--- src/rtl/dispatch_lane_sequencer.sv ---
// ----------------------------------------------------------------------------
// dispatch_lane_sequencer
//
// Purpose:
//   Takes one full-warp instruction packet (NUM_THREADS lanes) from a dispatch
//   buffer and replays it as NUM_LANES-wide sub-packets to a narrower execution
//   unit. Lane groups whose thread-mask slice is all zero are skipped. Each
//   sub-packet carries its lane-group index (pid) and sop/eop markers so the
//   writeback side can reassemble the warp.
//
// Ports:
//   clk, reset        clock and synchronous active-high reset
//   in_valid/in_ready upstream handshake for one full-warp packet
//   in_tmask          thread mask, one bit per lane
//   in_rs1..in_rs3    operands, lane i at [i*XLEN +: XLEN]
//   in_meta           opaque sideband, passed through untouched
//   out_valid/ready   downstream handshake for one sub-packet
//   out_tmask         mask slice of the current lane group
//   out_rs1..out_rs3  operand slices of the current lane group
//   out_meta          held sideband of the current instruction
//   out_pid           index of the current lane group
//   out_sop/out_eop   first / last emitted sub-packet of the instruction
// ----------------------------------------------------------------------------
module dispatch_lane_sequencer #(
  parameter int NUM_THREADS = 4,
  parameter int NUM_LANES   = 2,
  parameter int XLEN        = 32,
  parameter int META_W      = 64,
  localparam int NUM_PKTS   = NUM_THREADS / NUM_LANES,
  localparam int PID_W      = (NUM_PKTS > 1) ? $clog2(NUM_PKTS) : 1
) (
  input  logic                        clk,
  input  logic                        reset,

  input  logic                        in_valid,
  output logic                        in_ready,
  input  logic [NUM_THREADS-1:0]      in_tmask,
  input  logic [NUM_THREADS*XLEN-1:0] in_rs1,
  input  logic [NUM_THREADS*XLEN-1:0] in_rs2,
  input  logic [NUM_THREADS*XLEN-1:0] in_rs3,
  input  logic [META_W-1:0]           in_meta,

  output logic                        out_valid,
  input  logic                        out_ready,
  output logic [NUM_LANES-1:0]        out_tmask,
  output logic [NUM_LANES*XLEN-1:0]   out_rs1,
  output logic [NUM_LANES*XLEN-1:0]   out_rs2,
  output logic [NUM_LANES*XLEN-1:0]   out_rs3,
  output logic [META_W-1:0]           out_meta,
  output logic [PID_W-1:0]            out_pid,
  output logic                        out_sop,
  output logic                        out_eop
);

  localparam int GW = NUM_LANES * XLEN;

  // Holding register for the instruction being sequenced (not reset: its
  // contents are only observed while full_q is set).
  logic [NUM_THREADS-1:0]      tmask_q;
  logic [NUM_THREADS*XLEN-1:0] rs1_q, rs2_q, rs3_q;
  logic [META_W-1:0]           meta_q;

  logic                        full_q, full_d;
  logic [PID_W-1:0]            cur_q, cur_d;
  logic                        sop_q, sop_d;

  logic                        in_fire, out_fire;

  // Per-group helper vectors.
  logic [PID_W-1:0]            grp_id [NUM_PKTS];
  logic [NUM_PKTS-1:0]         grp_sel;   // group equals cursor
  logic [NUM_PKTS-1:0]         grp_later; // group index above cursor
  logic [NUM_PKTS-1:0]         nz_hold;   // held mask slice non-zero
  logic [NUM_PKTS-1:0]         nz_in;     // incoming mask slice non-zero
  logic [NUM_PKTS-1:0]         next_cand;

  logic [PID_W-1:0]            next_grp;
  logic [PID_W-1:0]            first_grp;

  genvar gi;
  generate
    for (gi = 0; gi < NUM_PKTS; gi++) begin : g_grp
      assign grp_id[gi]    = PID_W'(gi);
      assign grp_sel[gi]   = (cur_q == PID_W'(gi));
      assign grp_later[gi] = (cur_q <  PID_W'(gi));
      assign nz_hold[gi]   = |tmask_q[gi*NUM_LANES +: NUM_LANES];
      assign nz_in[gi]     = |in_tmask[gi*NUM_LANES +: NUM_LANES];
    end
  endgenerate

  assign next_cand = nz_hold & grp_later;

  // Priority encoders: scanning downward leaves the lowest hit in the result.
  always_comb begin
    next_grp  = cur_q;
    first_grp = '0;
    for (int g = NUM_PKTS - 1; g >= 0; g--) begin
      if (next_cand[g]) next_grp  = grp_id[g];
      if (nz_in[g])     first_grp = grp_id[g];
    end
  end

  // Output slice mux driven by the cursor.
  always_comb begin
    out_tmask = '0;
    out_rs1   = '0;
    out_rs2   = '0;
    out_rs3   = '0;
    for (int g = 0; g < NUM_PKTS; g++) begin
      if (grp_sel[g]) begin
        out_tmask = tmask_q[g*NUM_LANES +: NUM_LANES];
        out_rs1   = rs1_q[g*GW +: GW];
        out_rs2   = rs2_q[g*GW +: GW];
        out_rs3   = rs3_q[g*GW +: GW];
      end
    end
  end

  assign out_valid = full_q;
  assign out_meta  = meta_q;
  assign out_pid   = cur_q;
  assign out_sop   = sop_q;
  // Last sub-packet when no active group remains above the cursor.
  assign out_eop   = ~|next_cand;

  // Refill in the same cycle the last sub-packet leaves: no bubble between
  // instructions. This is the only path from out_ready to in_ready.
  assign in_ready  = !full_q || (out_ready && out_eop);
  assign in_fire   = in_valid && in_ready;
  assign out_fire  = full_q && out_ready;

  always_comb begin
    full_d = full_q;
    cur_d  = cur_q;
    sop_d  = sop_q;
    if (out_fire) begin
      if (!out_eop) begin
        cur_d = next_grp;
        sop_d = 1'b0;
      end else begin
        full_d = 1'b0;
      end
    end
    // A new load overrides the drain of the previous instruction's last beat.
    if (in_fire) begin
      full_d = 1'b1;
      sop_d  = 1'b1;
      cur_d  = first_grp;
    end
  end

  always_ff @(posedge clk) begin
    if (reset) begin
      full_q <= 1'b0;
      cur_q  <= '0;
      sop_q  <= 1'b0;
    end else begin
      full_q <= full_d;
      cur_q  <= cur_d;
      sop_q  <= sop_d;
    end
  end

  // Data path load; a load during reset is harmless because full_q is cleared.
  always_ff @(posedge clk) begin
    if (in_fire) begin
      tmask_q <= in_tmask;
      rs1_q   <= in_rs1;
      rs2_q   <= in_rs2;
      rs3_q   <= in_rs3;
      meta_q  <= in_meta;
    end
  end

endmodule

--- config.mk ---
export PLATFORM = sky130hd
export DESIGN_NAME = dispatch_lane_sequencer
export DESIGN_NICKNAME = d
export VERILOG_FILES = /design/src/rtl/dispatch_lane_sequencer.sv
export SDC_FILE = /design/constraint.sdc
export NUM_CORES = 1
export LEC_CHECK = 0
export ABC_AREA = 1
export ABC_CLOCK_PERIOD_IN_PS = 11300
export BUFFER_PORTS_ARGS = -buffer_cell sky130_fd_sc_hd__buf_2
export CAP_MARGIN = 5
export CORE_AREA = 3 3 276 278
export DETAILED_ROUTE_END_ITERATION = 6
export DIE_AREA = 0 0 279 281
export SLEW_MARGIN = 10
export SYNTH_ARGS = -nofsm -noshare
export SYNTH_HDL_FRONTEND = slang
export SYNTH_SLANG_ARGS = --single-unit
--- constraint.sdc ---
create_clock -name clk -period 11.3 [get_ports clk]
set_input_delay 2.26 -clock clk [delete_from_list [all_inputs] [get_ports clk]]
set_output_delay 2.26 -clock clk [all_outputs]
set_load 0.02 [all_outputs]
== After elaboration in Yosys (flattened, before gate mapping) ==
Cells that the tools add are included.
W data, S select, Z words.

* Output and inout port bits: 263
* Bits in registers: 455
* Bits of input ports: 456

* Multiplexer cells: 17
* Magnitude comparators: 2
* Bitwise operators: 1
* Reductions and logical operators: 17
* Equal/unequal tests: 1

{| class="wikitable"
|+ Operators with widths
! operator !! number
|-
| $mux W64 || 3
|-
| $mux W1 || 13
|-
| $reduce_or A2 Y1 || 5
|-
| $reduce_and A2 Y1 || 2
|-
| $reduce_bool A2 Y1 || 2
|-
| $logic_and A1 B1 Y1 || 3
|-
| $reduce_and A3 Y1 || 1
|-
| $reduce_bool A3 Y1 || 1
|-
| $and A2 B2 Y2 || 1
|-
| $logic_not A1 Y1 || 2
|-
| $lt A1 B1 Y1 const B || 2
|-
| $mux W2 || 1
|-
| $ne A2 B2 Y1 const B || 1
|-
| $logic_or A1 B1 Y1 || 1
|}

== Logic depth before layout (Yosys ltp) ==
Gate-level depths: netlist of the first run.

* Depth after elaboration: 9
* Gate-level depth with buffers: 8
* Gate-level depth less buffers: 8

== Least setup slack after synthesis of the first run ==
OpenSTA, ideal clock, no wires.

* Path type: input-to-reg
* From: input port out_ready
* To: register meta_q[0], in the netlist out_meta[0], enable pin
* Data required time: 10.499 ns
* Cell stages on the path: 6
* Data arrival time: 11.347 ns
* Path slack: -0.848 ns
* Buffers on the path: 0
* Cell sequence: inv_1 -> nand2_1 -> nand2_1 -> inv_2 -> nand2_1 -> inv_1

* Cells in the longest elaborated chain, start to end: 3

{| class="wikitable"
|+ RTL lines
! what !! RTL line !! RTL
|-
| start, declared || 44 || <nowiki>input logic out_ready,</nowiki>
|-
| $logic_and A1 B1 Y1 || 128 || <nowiki>assign in_ready = !full_q || (out_ready && out_eop);</nowiki>
|-
| $logic_or A1 B1 Y1 || 128 ||
|-
| net in_ready || 36 || <nowiki>output logic in_ready,</nowiki>
|-
| $logic_and A1 B1 Y1 || 129 || <nowiki>assign in_fire = in_valid && in_ready;</nowiki>
|-
| end signal, assigned || 171 || <nowiki>meta_q <= in_meta;</nowiki>
|-
| end, declared || 61 || <nowiki>logic [META_W-1:0] meta_q;</nowiki>
|}

The timed path passes the listed nets, and every way through them passes these cells.
A chain may end at the register's enable or synchronous reset.

== Final worst setup path of the first run ==
* From: register cur_q, in the netlist out_pid
* To: output port out_rs3[47]

* Cells in the longest elaborated chain, start to end: 1

{| class="wikitable"
|+ RTL lines
! what !! RTL line !! RTL
|-
| start, declared || 64 || <nowiki>logic [PID_W-1:0] cur_q, cur_d;</nowiki>
|-
| start signal, assigned || 159 || <nowiki>cur_q <= cur_d;</nowiki>
|-
| $mux W64 || 110 || <nowiki>if (grp_sel[g]) begin</nowiki>
|-
| end, declared || 48 || <nowiki>output logic [NUM_LANES*XLEN-1:0] out_rs3,</nowiki>
|}

Every way passes these cells.

==> results.toml, run 1 <==
[outcome]
outcome = "finished clean"

[grt]
grt-busiest-layer = "met2"
use_met3_pct = 3.879
use_met2_pct = 18.96
grt_pass1_wl_um = 65400
grtUsageMet1_pct = 12.62
grt.total_usage_pct = 11.09
grt_overflow = 0
antenna_found_initial = 6
grt_max_degree = 171
first_global_vias = 10824

[sta]
fin_skew_ps = 13.63
period_share_pct = 45.30
worst_pin_slew_ps = 1035
final_max_slew_viol_count = 0
period_minus_slack_ps = 5118
timing.fmax_mhz = 195.4
setup_tns_ps = 0
slew_headroom_pct = 30.98
rsz0062_at_grt = "false"
hold_viol = 0
setup_viol = 0

[logic_synthesis]
ys_warn_count = 0
syn-num-nets = 1559
synth_area_um2 = 16120
ys_seq_area_share_pct = 84.60
synthCells = 1103
ys_ff_latch = 455
synth.avg_cell_area_um2 = 14.61
ys_types = 12

[clock_network]
clock_path_buffers = 3
htreeDepth = 2
clk_pin_slew_worst_paths_ps = 60
clock_sinks = 455
cts_tree = "done"
cts.hold.buffers_added = 0
ctsResizeCount = 0
cts-root-buf = "clkbuf_16"
numCtsBuffers = 49
clock_latency_ps = 570
postCtsSetupBuffers = 0

[finish]
regArea_um2 = 13640
final_layout_size_suffix_gt1_share_pct = 42.90
nNetsFinal = 2295
layout_common_cells = "buf_2 (718), nand2_1 (588), edfxtp_1 (452)"
area_growth_pct = 39.33
fill_cells = 7571
multi_input_area_um2 = 2248
layout_commonest_cell = "buf_2"
fin_cells = 2852

[floorplan]
fp-row-count = 100
core_area_um2 = 74200
die_area_um2 = 78400
ios = 719
dieHeight_um = 281
die_w_um = 279
start_util_pct = 21.72

[detailed_routing]
drtAntennaViolNets = 0
via_per_inst = 3.817
drt_iter0_drc = 612
wl_per_cell_um = 16.30
firstDrtPassIters = 4
finalWirelength_um = 46500
drc = 0
vias = 10885

[critical_path]
critical_path_required_ps = 9040
worstSetupPathType = "flip-flop to primary output"
start_kind = "flip-flop"
cp-end-kind = "primary output"
cp.arrival_ps = 2860
critPathMaxFanout = 71

[placed_design]
place_inst = 2757
io_buffers = 718
hpwl_um = 33590
routabilityCongestion = 0.8354

[pwr]
power_leakage_nw = 9.792
ir_worst_vdd_v = 0.0001160
power_density_nw_per_um2 = 186.9

[worst_hold_path]
hold_path.class = "flip-flop to flip-flop"

[job]
drv_cap = 0
## metrics by stage
| step | util, % | power (W) | area, um^2 | setup WS [ps] | hold slack [ps] |
|---|---|---|---|---|---|
| floorplan | - | 0.002396 | 16120 | 1485 | 529.8 |
| global placement | 28.07 | 0.002622 | 20830 | 6169 | 465.0 |
| detailed placement | 28.07 | 0.002631 | 20830 | 6143 | 461.7 |
| CTS | 30.25 | 0.004265 | 22440 | 6010 | 479.9 |
| global route | 30.26 | 0.004381 | 22450 | 5909 | 504.1 |
| finish | 30.26 | 0.004197 | 22450 | 6182 | 481.5 |
## power breakdown
part           total, W  internal, W  leakage [nW]  switching [W]
Sequential      0.00204      0.00201          4.33      0.0000336
Clock           0.00161     0.000952         0.799       0.000658
Combinational  0.000547     0.000169          4.66       0.000378
## synthesized netlist by cell type
cell type / n / share of area (%)
clkbuf_1: 8 / 0.19
nand3_1: 1 / 0.031
buf_2: 34 / 1.1
dfxtp_1: 3 / 0.37
nor3_1: 1 / 0.031
o21ai_0: 3 / 0.093
nor2_1: 3 / 0.070
nand2_1: 588 / 14
inv_2: 2 / 0.047
inv_1: 7 / 0.16
edfxtp_1: 452 / 84
a21oi_1: 1 / 0.031
## per-layer routing
metal / vias to the layer above / wire, um
li1: 5249 / -
met3: 94 / 4120
met2: 489 / 23010
met1: 5051 / 17610
met5: - / 20
met4: 2 / 1735
## path summary, 6_finish.rpt
path	start	endpoint	slack, ps	depth (start not counted)
worst min register to register	out_sop$_SDFFE_PP0P_	out_sop$_SDFFE_PP0P_	480	2
worst max register to register	out_pid$_SDFFE_PP0P_	rs2_q[8]$_DFFE_PP_	7730	8
worst max-delay path	out_pid$_SDFFE_PP0P_	out_rs3[47]	6180	5
worst min-delay path	out_sop$_SDFFE_PP0P_	out_sop$_SDFFE_PP0P_	480	2
## cell families (layout without fill, tap and decap cells)
kind of cell | after synthesis | count (layout) | synth area share, %
other | 0 | 4 | 0
AOI/OAI and AO/OA | 4 | 4 | 0.1242
buffers and inverters | 51 | 827 | 1.452
and+or+nand+nor | 593 | 593 | 13.83
DFF | 455 | 455 | 84.60
## state kept, by name, summed over array words and instances (netlist names)
register	cells
rs1_q	128
rs2_q	128
rs3_q	128
out_meta	64
tmask_q	4
out_pid	1
out_sop	1
out_valid	1
## final cells by class
class / count / area share, %
Tap cell: 969 / 5.400
Clock buffer: 56 / 5.712
Timing Repair Buffer: 727 / 16.42
Clock inverter: 35 / 1.493
Sequential cell: 455 / 60.73
Inverter: 9 / 0.1895
Multi-Input combinational cell: 597 / 10.01
Antenna cell: 4 / 0.04458
## critical path: stages, from the launching register on
cell     delay [ps]
dfxtp_4         360
buf_4           560
buf_4           700
nand2_1         100
nand2_1         280
buf_2           230
Note: power is estimated with default switching activity, not from simulation.
==> inputs of run 2 (changes only) <==
ABC_CLOCK_PERIOD_IN_PS = 4300   (was 11300)
clock period = 4.3 ns   (was 11.3 ns; I/O delays follow)
==> run 2 against run 1 <==
  * Global-route usage down 0.27 points
  * Register-to-register slack worse by 6500 ps
  * Worst setup slack worse by 5200 ps
  * Largest cell class unchanged
  * Core utilization about the same
  * Sequential cell count unchanged
  * Largest power group unchanged
  * Sequential power grew to 2.6 times the previous value
  * Critical endpoint is now out_rs3[28]
  * Via count shrank 0.14%
  * Clock power rose to 2.5 times the previous value
  * Die area did not move
  * Sequential share of layout area down 0.064 points
==> results.toml, run 2 (same netlist as run 1, synthesis figures left out) <==
[outcome]
outcome = "finished clean"

[grt]
first_global_vias = 11015
grt_overflow = 0
grt.total_usage_pct = 10.82
grt_pass1_wl_um = 64560
antenna_found_initial = 5
grt_max_degree = 135

[clock_network]
numCtsBuffers = 49
postCtsSetupBuffers = 0
clock_path_buffers = 3
cts_tree = "done"
cts.hold.buffers_added = 0
cts-root-buf = "clkbuf_16"
ctsResizeCount = 0
clock_latency_ps = 580
htreeDepth = 2
clk_pin_slew_worst_paths_ps = 60
clock_sinks = 455

[sta]
rsz0062_at_grt = "false"
worst_pin_slew_ps = 781.4
period_minus_slack_ps = 3355
hold_viol = 0
setup_tns_ps = 0
timing.fmax_mhz = 298.1
fin_skew_ps = 20.50
period_share_pct = 78.02
setup_viol = 0
final_max_slew_viol_count = 0
slew_headroom_pct = 47.91

[placed_design]
routabilityCongestion = 0.7925
io_buffers = 718
hpwl_um = 33280

[worst_hold_path]
hold_end = "rs3_q[35]$_DFFE_PP_"
min-delay-start = "in_rs3[35]"
hold_path_depth = 1
hold_path.class = "input port to flip-flop"

[critical_path]
path_cells = "inv_6 -> buf_12 -> nand2_1 -> nand2_1 -> buf_2"
critical-path-slowest-cell = "dfxtp_4"
critPathMaxFanout = 98
cp-end-kind = "primary output"
timing.rr.start = "out_pid$_SDFFE_PP0P_"
path_common_cell = "nand2_1"
r2r_cells = 8
r2r_end = "out_meta[29]$_DFFE_PP_"
critical-path-max-stage-delay_ps = 470
critical_path_required_ps = 3440
rrSetupSlack_ps = 1250
start_kind = "flip-flop"
setup.worst_path.start = "out_pid$_SDFFE_PP0P_"
worstSetupPathType = "flip-flop to primary output"
cp.arrival_ps = 2490

[finish]
top_regs = "rs1_q x128, rs2_q x128, rs3_q x128"
layout_commonest_cell = "buf_2"
layout_common_cells = "buf_2 (718), nand2_1 (585), edfxtp_1 (452)"
final_layout_size_suffix_gt1_share_pct = 42.97
nNetsFinal = 2301
area_growth_pct = 39.48

[detailed_routing]
vias = 10870
firstDrtPassIters = 4
via_per_inst = 3.817
wl_per_cell_um = 15.90
drt_iter0_drc = 569
finalWirelength_um = 45280
drc = 0
drtAntennaViolNets = 0

[floorplan]
ios = 719
die_area_um2 = 78400
fp-row-count = 100
dieHeight_um = 281
start_util_pct = 21.72
core_area_um2 = 74200
die_w_um = 279

[pwr]
power_leakage_nw = 9.803
power_density_nw_per_um2 = 482.6
ir_worst_vdd_v = 0.0003328
power_w = 0.01085

[job]
drv_cap = 0
## run 2: cell types whose count changed in the layout (fill, tap and decap cells not counted), moves of 3 or more
cell	before	now
nand2_1	588	585
clkbuf_8	3	0
buf_12	2	5
diode_2	4	1
clkbuf_1	4	11
nand2_4	0	3
clkinv_1	12	7
buf_4	7	10
## run 2: cell type report
class | instances | area, um^2
Fill cell | 7558 | 51720
Antenna cell | 1 | 2.502
Sequential cell | 455 | 13640
Clock buffer | 62 | 1318
Tap cell | 969 | 1212
Clock inverter | 22 | 209.0
Multi-Input combinational cell | 597 | 2271
Timing Repair Buffer | 733 | 3769
Inverter | 9 | 60.06
## run 2: worst max path at each step
stage | end | slack (ps) | cells after the start
after floorplan | out_meta[0]$_DFFE_PP_ | -4020 | 6
after global placement | out_meta[12]$_DFFE_PP_ | 1250 | 9
after detailed placement | out_meta[63]$_DFFE_PP_ | 1230 | 9
after CTS | out_rs3[37] | 860 | 5
after global routing | out_rs3[37] | 680 | 5
final | out_rs3[28] | 950 | 5
## run 2: metal layers
layer / part of all wire (%) / track usage, %
met5: 0.042 / 0
met4: 3.1 / 4.323
met3: 9.8 / 4.311
met2: 50 / 18.99
met1: 37 / 11.67
## run 2: critical path: cells and delay by family, from the launching register on
family	cells	cell delay [ps]
flip-flops	1	470
AND/OR/NAND/NOR	2	320
buffers and inverters	3	930
## run 2: through the flow
stage | worst slack [ps] | std cells | hold WS (ps) | area, um^2 | util [%]
after global routing | 679.8 | 2848 | 390.0 | 22480 | 30.30
after global placement | 1253 | 2763 | 458.5 | 20950 | 28.23
after detailed placement | 1227 | 2763 | 456.0 | 20950 | 28.23
after CTS | 865.0 | 2847 | 385.4 | 22480 | 30.29
final | 945.1 | 2848 | 447.6 | 22480 | 30.30
after floorplan | -4018 | 1103 | 529.8 | 16160 | -
## run 2: power by group
group | switching (W) | internal (W) | leakage (nW)
combinational | 0.000984 | 0.000459 | 4.72
clock | 0.00166 | 0.00239 | 0.753
sequential | 0.0000921 | 0.00527 | 4.33
total | 0.00273 | 0.00811 | 9.80
